### config.mk
export PLATFORM = sky130hd
export DESIGN_NAME = alu_share_arb
export DESIGN_NICKNAME = d
export VERILOG_FILES = /design/src/rtl/alu_pkg.sv /design/src/rtl/alu.sv /design/src/rtl/rr_pick.sv /design/src/rtl/alu_share_arb.sv
export SDC_FILE = /design/constraint.sdc
export NUM_CORES = 1
export LEC_CHECK = 0
export CORE_MARGIN = 1
export CORE_UTILIZATION = 40
export CTS_CLUSTER_SIZE = 30
export DETAILED_ROUTE_END_ITERATION = 12
export GPL_TIMING_DRIVEN = 0
export PLACE_DENSITY = 0.72
export SLEW_MARGIN = 0
export SYNTH_ARGS = -nofsm -noshare
export SYNTH_HDL_FRONTEND = slang
export SYNTH_SLANG_ARGS = --single-unit
### constraint.sdc
create_clock -name clk -period 5.7 [get_ports clk]
set_input_delay 1.71 -clock clk [delete_from_list [all_inputs] [get_ports clk]]
set_output_delay 1.71 -clock clk [all_outputs]
set_load 0.01 [all_outputs]
### src/rtl/alu_pkg.sv
// Shared definitions for the 4-bit ALU and the arbiter that time-shares it:
// opcodes, sequencer states and flag bit positions.
package alu_pkg;

    localparam logic [3:0] OP_0000 = 4'b0000;  // add
    localparam logic [3:0] OP_0001 = 4'b0001;  // sub
    localparam logic [3:0] OP_0010 = 4'b0010;  // and
    localparam logic [3:0] OP_0011 = 4'b0011;  // or
    localparam logic [3:0] OP_0100 = 4'b0100;  // xor
    localparam logic [3:0] OP_0101 = 4'b0101;  // not a
    localparam logic [3:0] OP_0110 = 4'b0110;  // shift left a
    localparam logic [3:0] OP_0111 = 4'b0111;  // logical shift right a
    localparam logic [3:0] OP_1000 = 4'b1000;  // arithmetic shift right a
    localparam logic [3:0] OP_1001 = 4'b1001;  // rotate left a
    localparam logic [3:0] OP_1010 = 4'b1010;  // rotate right a
    localparam logic [3:0] OP_1011 = 4'b1011;  // increment a
    localparam logic [3:0] OP_1100 = 4'b1100;  // decrement a
    localparam logic [3:0] OP_MAX  = 4'b1100;

    typedef enum logic [1:0] {IDLE, EXEC, RESP} state_e;

    // Flag vector layout is {carry, overflow, zero, negative}.
    localparam int FLAG_C = 3;
    localparam int FLAG_V = 2;
    localparam int FLAG_Z = 1;
    localparam int FLAG_N = 0;

    function automatic logic op_illegal(input logic [3:0] op);
        return op > OP_MAX;
    endfunction

endpackage

### src/rtl/alu.sv
// Combinational 4-bit ALU. Carry on subtract/decrement means borrow; shifts
// put the bit shifted out into carry. Illegal opcodes produce a zero result.
module alu
    import alu_pkg::*;
(
    input  logic [3:0] a,
    input  logic [3:0] b,
    input  logic [3:0] op,
    output logic [3:0] result,
    output logic [3:0] flags
);

    logic [4:0] wide;
    logic       c;
    logic       v;

    always_comb begin
        // NOTE: every output of a combinational block gets a default first so no path leaves it unassigned (that would infer a latch).
        wide   = '0;
        result = '0;
        c      = 1'b0;
        v      = 1'b0;
        case (op)
            OP_0000: begin
                wide   = {1'b0, a} + {1'b0, b};
                result = wide[3:0];
                c      = wide[4];
                v      = (a[3] == b[3]) && (result[3] != a[3]);
            end
            OP_0001: begin
                wide   = {1'b0, a} - {1'b0, b};
                result = wide[3:0];
                c      = wide[4];
                v      = (a[3] != b[3]) && (result[3] != a[3]);
            end
            OP_0010: result = a & b;
            OP_0011: result = a | b;
            OP_0100: result = a ^ b;
            OP_0101: result = ~a;
            OP_0110: begin
                result = {a[2:0], 1'b0};
                c      = a[3];
            end
            OP_0111: begin
                result = {1'b0, a[3:1]};
                c      = a[0];
            end
            OP_1000: begin
                result = {a[3], a[3:1]};
                c      = a[0];
            end
            OP_1001: result = {a[2:0], a[3]};
            OP_1010: result = {a[0], a[3:1]};
            OP_1011: begin
                wide   = {1'b0, a} + 5'd1;
                result = wide[3:0];
                c      = wide[4];
                v      = (a == 4'b0111);
            end
            OP_1100: begin
                wide   = {1'b0, a} - 5'd1;
                result = wide[3:0];
                c      = wide[4];
                v      = (a == 4'b1000);
            end
            default: result = '0;
        endcase
        flags         = '0;
        flags[FLAG_C] = c;
        flags[FLAG_V] = v;
        flags[FLAG_Z] = (result == 4'b0000);
        flags[FLAG_N] = result[3];
    end

endmodule

### src/rtl/rr_pick.sv
// Round-robin one-hot picker: the search starts just after the last served
// requester and wraps, so the most recently served one has lowest priority.
module rr_pick #(
    parameter int NREQ = 2,
    parameter int IDW  = 3
) (
    input  logic [NREQ-1:0] req,
    input  logic [IDW-1:0]  last,
    output logic [NREQ-1:0] grant
);

    logic found;

    always_comb begin
        grant = '0;
        found = 1'b0;
        for (int k = 1; k <= NREQ; k++) begin
            for (int i = 0; i < NREQ; i++) begin
                if (!found && req[i] && (i == (int'(last) + k) % NREQ)) begin
                    grant[i] = 1'b1;
                    found    = 1'b1;
                end
            end
        end
    end

endmodule

### src/rtl/alu_share_arb.sv
// Shares one ALU among NREQ requesters: accept one request in IDLE, compute in
// EXEC, hold the registered response in RESP until the consumer takes it.
module alu_share_arb
    import alu_pkg::*;
#(
    parameter int NREQ = 2,
    parameter int IDW  = 3
) (
    input  logic                 clk,
    input  logic                 rst,
    input  logic [NREQ-1:0]      req_valid,
    output logic [NREQ-1:0]      req_ready,
    input  logic [4*NREQ-1:0]    req_a,
    input  logic [4*NREQ-1:0]    req_b,
    input  logic [4*NREQ-1:0]    req_op,
    output logic                 rsp_valid,
    input  logic                 rsp_ready,
    output logic [IDW-1:0]       rsp_id,
    output logic [3:0]           rsp_result,
    output logic [3:0]           rsp_flags,
    output logic                 rsp_err,
    output logic [7:0]           op_count
);

    state_e          state_q, state_d;
    logic [IDW-1:0]  last_q, last_d;
    logic [IDW-1:0]  gnt_id_q, gnt_id_d;
    logic [IDW-1:0]  rsp_id_q, rsp_id_d;
    logic [3:0]      a_q, a_d, b_q, b_d, op_q, op_d;
    logic [3:0]      rsp_result_q, rsp_result_d;
    logic [3:0]      rsp_flags_q, rsp_flags_d;
    logic            rsp_err_q, rsp_err_d;
    logic [7:0]      op_count_q, op_count_d;

    logic [NREQ-1:0] grant;
    logic [IDW-1:0]  pick_id;
    logic [3:0]      alu_result;
    logic [3:0]      alu_flags;

    rr_pick #(.NREQ(NREQ), .IDW(IDW)) u_pick (
        .req   (req_valid),
        .last  (last_q),
        .grant (grant)
    );

    alu u_alu (
        .a      (a_q),
        .b      (b_q),
        .op     (op_q),
        .result (alu_result),
        .flags  (alu_flags)
    );

    always_comb begin
        pick_id = '0;
        for (int i = 0; i < NREQ; i++) begin
            if (grant[i]) pick_id = IDW'(i);
        end
    end

    assign req_ready  = (state_q == IDLE) ? grant : '0;
    assign rsp_valid  = (state_q == RESP);
    assign rsp_id     = rsp_id_q;
    assign rsp_result = rsp_result_q;
    assign rsp_flags  = rsp_flags_q;
    assign rsp_err    = rsp_err_q;
    assign op_count   = op_count_q;

    always_comb begin
        state_d      = state_q;
        last_d       = last_q;
        gnt_id_d     = gnt_id_q;
        rsp_id_d     = rsp_id_q;
        a_d          = a_q;
        b_d          = b_q;
        op_d         = op_q;
        rsp_result_d = rsp_result_q;
        rsp_flags_d  = rsp_flags_q;
        rsp_err_d    = rsp_err_q;
        op_count_d   = op_count_q;
        case (state_q)
            IDLE: begin
                // Any valid yields a grant, so a nonzero grant is the handshake.
                if (|grant) begin
                    for (int i = 0; i < NREQ; i++) begin
                        if (grant[i]) begin
                            a_d  = req_a[4*i +: 4];
                            b_d  = req_b[4*i +: 4];
                            op_d = req_op[4*i +: 4];
                        end
                    end
                    gnt_id_d = pick_id;
                    state_d  = EXEC;
                end
            end
            EXEC: begin
                rsp_id_d = gnt_id_q;
                if (op_illegal(op_q)) begin
                    rsp_result_d = '0;
                    rsp_flags_d  = '0;
                    rsp_err_d    = 1'b1;
                end else begin
                    rsp_result_d = alu_result;
                    rsp_flags_d  = alu_flags;
                    rsp_err_d    = 1'b0;
                end
                state_d = RESP;
            end
            RESP: begin
                // Priority moves only once the response has actually been taken.
                if (rsp_ready) begin
                    last_d     = gnt_id_q;
                    op_count_d = op_count_q + 8'd1;
                    state_d    = IDLE;
                end
            end
            default: state_d = IDLE;
        endcase
    end

    always_ff @(posedge clk) begin
        // NOTE: state updates use non-blocking assignments so every flop samples its _d value from before the edge.
        if (rst) begin
            state_q      <= IDLE;
            last_q       <= IDW'(NREQ - 1);
            gnt_id_q     <= '0;
            rsp_id_q     <= '0;
            a_q          <= '0;
            b_q          <= '0;
            op_q         <= '0;
            rsp_result_q <= '0;
            rsp_flags_q  <= '0;
            rsp_err_q    <= 1'b0;
            op_count_q   <= '0;
        end else begin
            state_q      <= state_d;
            last_q       <= last_d;
            gnt_id_q     <= gnt_id_d;
            rsp_id_q     <= rsp_id_d;
            a_q          <= a_d;
            b_q          <= b_d;
            op_q         <= op_d;
            rsp_result_q <= rsp_result_d;
            rsp_flags_q  <= rsp_flags_d;
            rsp_err_q    <= rsp_err_d;
            op_count_q   <= op_count_d;
        end
    end

endmodule

# Yosys cells after proc, flatten, opt, wreduce, memory -nomap -nowiden

Index checks and enable logic that the tools add are counted.
W data, S select, Z words.

Register bits after elaboration: 34
Input bits: 29
Output and inout port bits: 23

Add/sub/neg operators: 7
Magnitude comparators: 1
Equal/unequal tests: 24
Mux-type cells: 23
Bitwise gates (word level): 6
Reduce and logical (&&, ||, !) cells: 24

Operators with widths:

| cell                  | number |
|---|---|
| $logic_not A32 Y1     | 2 |
| $pmux W4 S13          | 1 |
| $mux W4               | 8 |
| $eq A4 B4 Y1 const B  | 6 |
| $eq A4 B3 Y1 const B  | 5 |
| $logic_and A1 B1 Y1   | 9 |
| $add A8 B1 Y8 const B | 1 |
| $eq A4 B2 Y1 const B  | 2 |
| $logic_not A4 Y1      | 2 |
| $mux W1               | 8 |
| $mux W2               | 3 |
| $pmux W1 S6           | 1 |
| $pmux W2 S3           | 1 |
| $reduce_and A2 Y1     | 3 |
| $add A4 B1 Y5 const B | 1 |
| $add A4 B4 Y5         | 1 |
| $sub A4 B1 Y5 const B | 1 |
| $sub A4 B4 Y5         | 1 |
| $and A4 B4 Y4         | 1 |
| $eq A2 B2 Y1 const A  | 2 |
| $eq A4 B1 Y1 const B  | 1 |
| $gt A4 B4 Y1 const B  | 1 |
| $ne A2 B1 Y1 const B  | 2 |
| $not A4 Y4            | 1 |
| other kinds (14)      | 21 |

# Longest topological paths before layout

Gate-level depths: netlist of run 1.

Word-level depth: 20
Depth in mapped cells: 11
Gate-level depth less buffers: 10

# Hierarchy

Synthesis of run 1 repeated with hierarchy kept, for this count alone.

Cells, all modules: 322
Area total of the unflattened synthesis: 2600.0 um^2

Modules (own cells, without submodules):

| module        | instances | cells each | area each (um^2) | sequential area each (um^2) |
|---|---|---|---|---|
| alu_share_arb | 1         | 160        | 1475.2           | 680.7 |
| alu           | 1         | 159        | 1106.1           | 0.0 |
| rr_pick       | 1         | 3          | 18.8             | 0.0 |

# Worst setup path before layout of run 1

Ideal clock, no wire load.

Path kind: input port to output port
From: in req_valid[1]
To: out req_ready[1]
Data arrival time: 2228 ps
Required time: 3990 ps
Setup slack: 1762 ps
Cell stages on the path: 2
Buffers on the path: 0
Path through: a21boi_1 -> and2_1

Cells in the longest elaborated chain, start to end: 12
Elaborated cells between the ends (all ways): 13
Classes of those cells: mux (5); reduce/logical (8)

RTL lines:

| what                             | line                | text |
|---|---|---|
| start: declaration               | alu_share_arb.sv:11 | `input logic [NREQ-1:0] req_valid,` |
| $logic_and A1 B1 Y1 (2 in a row) | rr_pick.sv:19       | `if (!found && req[i] && (i == (int'(last) + k) % NREQ)) begin` |
| $mux W1                          | rr_pick.sv:19       |  |
| $logic_not A1 Y1                 | rr_pick.sv:19       |  |
| $logic_and A1 B1 Y1 (2 in a row) | rr_pick.sv:19       |  |
| $mux W1                          | rr_pick.sv:19       |  |
| $logic_not A1 Y1                 | rr_pick.sv:19       |  |
| $logic_and A1 B1 Y1 (2 in a row) | rr_pick.sv:19       |  |
| $mux W1 (*)                      | rr_pick.sv:19       |  |
| $mux W2 (*)                      | alu_share_arb.sv:61 | `assign req_ready = (state_q == IDLE) ? grant : '0;` |
| end: declaration                 | alu_share_arb.sv:12 | `output logic [NREQ-1:0] req_ready,` |

Mark *: on every way between the ends. The rest lies on a longest branch, timed or not.

# Worst setup path after layout of run 1

Ends and elaborated chain as after synthesis.

==> metrics.md, run 1 <==
| Metric | Value |
|---|---|
| Drt initial violations | `178` |
| Cell taking the most area after synthesis | `dfxtp_1` |
| Ys async rst share | `0%` |
| Starting Density | `41.6%` |
| Min-Delay Path Class | `register to register` |
| Post-synth EDFFs | `0` |
| I/O pins | `52` |
| Leak | `between 1 and 1.5 nW` |
| RSZ-0062 raised after global routing | `false` |
| Hpwl dp | `4840 um` |
| Post-Syn Area | `roughly 2500 um^2` |
| Die W | `80.7 um` |
| Area Overhead vs Synth | `26.8%` |
| Critical path cell sequence | `clkdlybuf4s50_1 > a21boi_1 > and2_1 > clkdlybuf4s50_1` |
| Post-CTS Resized | `0` |
| Core ar. | `between 5000 and 6000 um^2` |
| Final Hold Vio Count | `0` |
| Slew Viols, Final | `0` |
| Wire length per cell | `about 15 um` |
| Die Area | `between 6000 and 7000 um^2` |
| CTS H-tree depth | `2` |
| Worst Max-Slew Pin Slew | `roughly 590 ps` |
| DRT Pass-1 Iters | `4` |
| Hold buffer count at cts | `0` |
| CTS tree | `done` |
| Synth top area share | `roughly a quarter` |
| PwrDens | `about 240 nW/um^2` |
| Startpoint types | `input port` |
| Peak VDD IR | `between 0.1 and 0.15 mV` |
| N_diodes | `0` |
| Clk root buf | `clkbuf_8` |
| Global route total overflow | `0` |
| Placed insts | `419` |
| Hold Path Stages | `2` |
| CP max FO | `4` |
| Post-CTS setup buffer count | `0` |
| Die height | `around 80 um` |
| Initial antenna violation count | `0` |
| Drt via density | `approximately 5.6` |
| Hold Path End | `rsp_id[0]` |
| Ranking of synthesized cells by area | `dfxtp_1, ha_1, mux2i_1, nor2_1, a211oi_1` |
| Final Wtd Congestion | `~0.9` |
| CP required | `between 3000 and 4000 ps` |
| Status | `finished clean` |
| Synth Flop Type | `dfxtp_1` |
| Tmin final | `5000 ps` |
| R2R Path End | `rsp_flags[1]` |
| Max-slew headroom at the worst pin | `between 60% and 70%` |
| Hold Crit Start | `rsp_id[0]` |
| Global-route wire length before repair | `10600 um` |
| Worst EP arrival | `between 3000 and 4000 ps` |
| Final total power | `roughly 0.75 mW` |
| Final ANT Viol Nets | `0` |
| Largest net degree at the start of global routing | `13` |
| Crit-path most repeated cell | `clkdlybuf4s50_1` |
| Setup Crit Path Kind | `input port to primary output` |
| Max Root-Sink Buffers | `2` |
| Final period util | `roughly 90%` |
| CTS buffer count | `5` |
| Total Wirelength | `around 6500 um` |
| Vias in the first global route | `about 2200` |
| CTS Sinks | `33` |
| Clock-pin slew on the worst setup and hold paths | `around 70 ps` |
| Worst-Skew Late Latency | `~290 ps` |
| Non-filler cells, final | `~430` |
| Final setup vio count | `0` |
| Yosys Warn Count | `0` |
| Crit end category | `primary output` |
| Top-count cell post-synth | `nor2_1` |
| Synth Register Bits | `33` |
| Slowest cell on crit path | `clkdlybuf4s50_1` |
| Post-Route Utilization | `between 50% and 60%` |
| Max Freq | `around 200 MHz` |
| Total Nets Final | `about 400` |
| Max-cap check violation count | `0` |
| CP max stage delay | `between 500 and 600 ps` |
| Vias | `2386` |
| Worst hold margin | `about 460 ps` |
| Mean Syn Cell Area | `between 8 and 9 um^2` |
| Reg2reg start | `a_q[0]` |
| Port-buffer cells | `48` |
| Row count | `28` |
| Final TNS setup | `0 ps` |
| Synth top cells by count | `nor2_1, dfxtp_1, ha_1` |
| R2R Setup Slk | `about 2900 ps` |
| GRT Overall Usage | `a little over a fifth` |
| Reg2reg path depth | `11` |
| # DRC | `0` |
| Layout cells sized above 1 | `under 10%` |
| Post-synthesis instance total | `between 200 and 300` |
| Skew final | `12.1 ps` |
| Yosys cell types | `60` |
| Post-synthesis sequential area ratio | `a little over a quarter` |
-- cells by family after synthesis --
logic type	synth area share, %
fa+ha+maj	9.70
xor+xnor	4.24
compound gates	19.7
flops	26.7
simple gates	22.9
other cells	0.151
buf+inv	8.99
mux	7.58
-- final cells by class --
type,count,area (um^2)
Fill cell,587,2810
Clock inverter,3,17.5
Multi-Input combinational cell,221,1600
Sequential cell,33,661
Clock buffer,5,68.8
Buffer,26,163
Tap cell,75,93.8
Inverter,16,60.1
Timing Repair Buffer,48,480
-- metal layers --
layer	vias to the layer above	global-route usage, %	routed length [um]
li1	1170	-	-
met1	1111	29.1	2950
met2	94	32.5	2920
met3	11	3.75	436
met4	0	8.04	160
met5	-	0	0
-- cell usage in the layout (no fill, tap or decap), drive strengths merged, types with 4 or more instances in the layout --
cell type | synthesis | routed
nand3 | 7 | 7
o21ai | 6 | 6
nor2b | 6 | 6
clkbuf | 11 | 16
a22oi | 5 | 5
xor2 | 7 | 7
nor2 | 35 | 35
a211oi | 13 | 13
mux2i | 15 | 15
buf | 15 | 15
dfxtp | 33 | 33
nand4 | 6 | 6
nor3 | 4 | 4
inv | 16 | 16
ha | 16 | 16
a21oi | 14 | 14
clkdlybuf4s50 | 0 | 48
nand2 | 12 | 12
xnor2 | 5 | 5
nand2b | 9 | 9
-- where the power goes --
part | total (mW) | switching, mW | leakage [nW] | internal [mW]
clock network | 0.173 | 0.0889 | 0.0439 | 0.0842
registers | 0.274 | 0.0236 | 0.270 | 0.250
logic | 0.303 | 0.162 | 0.870 | 0.141
-- state kept, by name (all words and copies together), names as in the netlist --
signal,cells
last_q,1
rsp_flags,4
op_count,8
a_q,4
gnt_id_q,1
op_q,4
rsp_err,1
rsp_id,1
state_q,2
rsp_result,3
b_q,4
-- worst max-delay path: cells and delay by family --
family,cells,cell delay [ps]
buffers and inverters,2,1020
and+or+nand+nor,1,220
AOI/OAI and AO/OA,1,340
-- metrics by stage --
stage          worst slack [ps]  instance area (um^2)
2_1_floorplan              1760                  2480
3_3_place_gp                722                  3060
3_5_place_dp                697                  3060
4_1_cts                     689                  3140
5_1_grt                     637                  3140
6_report                    700                  3140
-- how the worst max path moves through the flow --
stage / cells past startpoint / slack [ps] / end / start
finish: 4 / 700 / req_ready[1] / req_valid[1]
global route: 4 / 640 / req_ready[1] / req_valid[1]
CTS: 4 / 690 / req_ready[1] / req_valid[1]
detailed placement: 4 / 700 / req_ready[1] / req_valid[1]
global placement: 4 / 720 / req_ready[1] / req_valid[1]
floorplan: 2 / 1760 / req_ready[1] / req_valid[1]
No activity file was read; power rests on OpenSTA's default activity.
==> run 2, diff against run 1 <==
--- a/config.mk
+++ b/config.mk
@@ -5,6 +5,8 @@
 export SDC_FILE = /design/constraint.sdc
 export NUM_CORES = 1
 export LEC_CHECK = 0
+export ABC_AREA = 0
+export ABC_CLOCK_PERIOD_IN_PS = 5700
 export CORE_MARGIN = 1
 export CORE_UTILIZATION = 40
 export CTS_CLUSTER_SIZE = 30
==> results of run 2 <==
The final DEF is identical to that of run 1; final timing and power are the same.
==> run 3, diff against run 2 <==
--- a/config.mk
+++ b/config.mk
@@ -11,6 +11,7 @@
 export CORE_UTILIZATION = 40
 export CTS_CLUSTER_SIZE = 30
 export DETAILED_ROUTE_END_ITERATION = 12
+export GPL_ROUTABILITY_DRIVEN = 0
 export GPL_TIMING_DRIVEN = 0
 export PLACE_DENSITY = 0.72
 export SLEW_MARGIN = 0
==> metrics.md, run 3 (synthesized netlist as in run 1, its figures left out) <==
| Metric | Value |
|---|---|
| Worst hold margin | `466 ps` |
| Slowest cell on crit path | `clkdlybuf4s50_1` |
| Critical path cell sequence | `clkdlybuf4s50_1 > a21boi_1 > and2_1 > clkdlybuf4s50_1` |
| Largest register FFs | `8` |
| Wire length per cell | `15.3 um` |
| Worst Max-Slew Pin Slew | `approximately 600 ps` |
| Hold Path End | `rsp_id[0]` |
| CTS Sinks | `33` |
| Max Freq | `about 200 MHz` |
| DRT Pass-1 Iters | `4` |
| Clock-pin slew on the worst setup and hold paths | `approximately 70 ps` |
| Global-route wire length before repair | `approximately 11000 um` |
| Reg2reg path depth | `11` |
| Leak | `between 1 and 1.5 nW` |
| CP max FO | `4` |
| Top Metal Used | `met4` |
| Pre-CTS WS | `711 ps` |
| Drt initial violations | `between 200 and 300` |
| R2R Setup Slk | `roughly 2900 ps` |
| N_diodes | `0` |
| Metal3 WL | `452 um` |
| Multi-input logic area | `about 1600 um^2` |
| Final TNS setup | `0 ps` |
| Area Overhead vs Synth | `28.0%` |
| Setup WS post-layout | `around 730 ps` |
| CP max stage delay | `540 ps` |
| Total Wirelength | `6550 um` |
| Core ar. | `a little under 6000 um^2` |
| Post-CTS Resized | `0` |
| DR WL met2 | `approximately 3000 um` |
| Die Area | `6510 um^2` |
| Post-CTS setup buffer count | `0` |
| Row count | `28` |
| Worst-Skew Late Latency | `~280 ps` |
| Status | `finished clean` |
| Vias in the first global route | `2301` |
| Tmin final | `between 4000 and 5000 ps` |
| CTS tree | `done` |
| Port-buffer cells | `48` |
| RSZ-0062 raised after global routing | `false` |
| I/O pins | `52` |
| Worst EP arrival | `roughly 3300 ps` |
| Commonest non-fill, non-tap cell in the layout | `clkdlybuf4s50_1` |
| Starting Density | `41.6%` |
| Max Root-Sink Buffers | `2` |
| Final ANT Viol Nets | `0` |
| Initial antenna violation count | `0` |
| Fillers | `594` |
| CTS H-tree depth | `2` |
| Setup Crit Path Kind | `input port to primary output` |
| Startpoint types | `input port` |
| Global route total overflow | `0` |
| Clk root buf | `clkbuf_8` |
| Crit end category | `primary output` |
| Register area | `between 600 and 700 um^2` |
| Slew Viols, Final | `0` |
| Max-slew headroom at the worst pin | `between 50% and 60%` |
| Final Hold Vio Count | `0` |
| Vias | `roughly 2400` |
| Final setup vio count | `0` |
| Hpwl dp | `just under 5000 um` |
| Largest net degree at the start of global routing | `13` |
| WL met1 | `a little under 3000 um` |
| R2R Path End | `rsp_flags[1]` |
| Peak VDD IR | `0.147 mV` |
| Hold Path Stages | `2` |
| Crit-path most repeated cell | `clkdlybuf4s50_1` |
| Die W | `80.7 um` |
| Drt via density | `~5.6` |
| CTS buffer count | `5` |
| Min-Delay Path Class | `register to register` |
| Max-cap check violation count | `0` |
| Reg2reg start | `a_q[0]` |
| Final period util | `87.3%` |
| # DRC | `0` |
| GRT Overall Usage | `between 20% and 30%` |
| Most frequent cells in the layout | `clkdlybuf4s50_1, nor2_1, dfxtp_1` |
| Die height | `80.7 um` |
| PwrDens | `254 nW/um^2` |
| Hold Crit Start | `rsp_id[0]` |
| Total Nets Final | `roughly 400` |
| Hold buffer count at cts | `0` |
| CP required | `roughly 4000 ps` |
| Skew final | `around 3.9 ps` |
| Layout cells sized above 1 | `8.24%` |
[run 3: worst max-delay path, delay by kind of cell]
kind / cells / cell delay (ps)
buffers and inverters: 2 / 1010
AND/OR/NAND/NOR: 1 / 210
AO/OA/AOI/OAI: 1 / 330
[run 3: how the worst max path moves through the flow]
| stage | startpoint | to | slack [ps] | cells past startpoint |
|---|---|---|---|---|
| detailed placement | req_valid[1] | req_ready[1] | 710 | 4 |
| floorplan | req_valid[1] | req_ready[1] | 1760 | 2 |
| finish | req_valid[1] | req_ready[1] | 730 | 4 |
| global placement | req_valid[1] | req_ready[1] | 720 | 4 |
| CTS | req_valid[1] | req_ready[1] | 710 | 4 |
| global route | req_valid[1] | req_ready[1] | 670 | 4 |
[run 3: power breakdown]
group | switching [mW] | internal, mW | leakage, nW | total (mW)
clock network | 0.0866 | 0.143 | 0.0585 | 0.229
registers | 0.0242 | 0.250 | 0.270 | 0.275
logic | 0.162 | 0.141 | 0.870 | 0.303
[run 3: layout make-up]
| type | instances | area share (%) |
|---|---|---|
| sequential | 33 | 20.8 |
| multi-input combinational | 221 | 50.4 |
| tap | 75 | 2.96 |
| clock inverter | 1 | 0.947 |
| buffer | 26 | 5.13 |
| timing repair buffer | 48 | 15.1 |
| clock buffer | 7 | 2.72 |
| inverter | 16 | 1.89 |
[run 3: per-stage QoR]
step / util (%) / std cells / power [mW] / area [um^2]
floorplan: - / 296 / 0.480 / 2480
global placement: 51.3 / 419 / 0.570 / 3060
detailed placement: 51.3 / 419 / 0.577 / 3060
CTS: 53.3 / 427 / 0.805 / 3170
global route: 53.3 / 427 / 0.855 / 3170
finish: 53.3 / 427 / 0.807 / 3170
[run 3: layer usage]
| layer | global-route usage (%) | vias to the layer above |
|---|---|---|
| met5 | 0 | - |
| met4 | 10.2 | 0 |
| met3 | 5.11 | 18 |
| met2 | 34.2 | 111 |
| met1 | 28.6 | 1085 |
| li1 | - | 1171 |
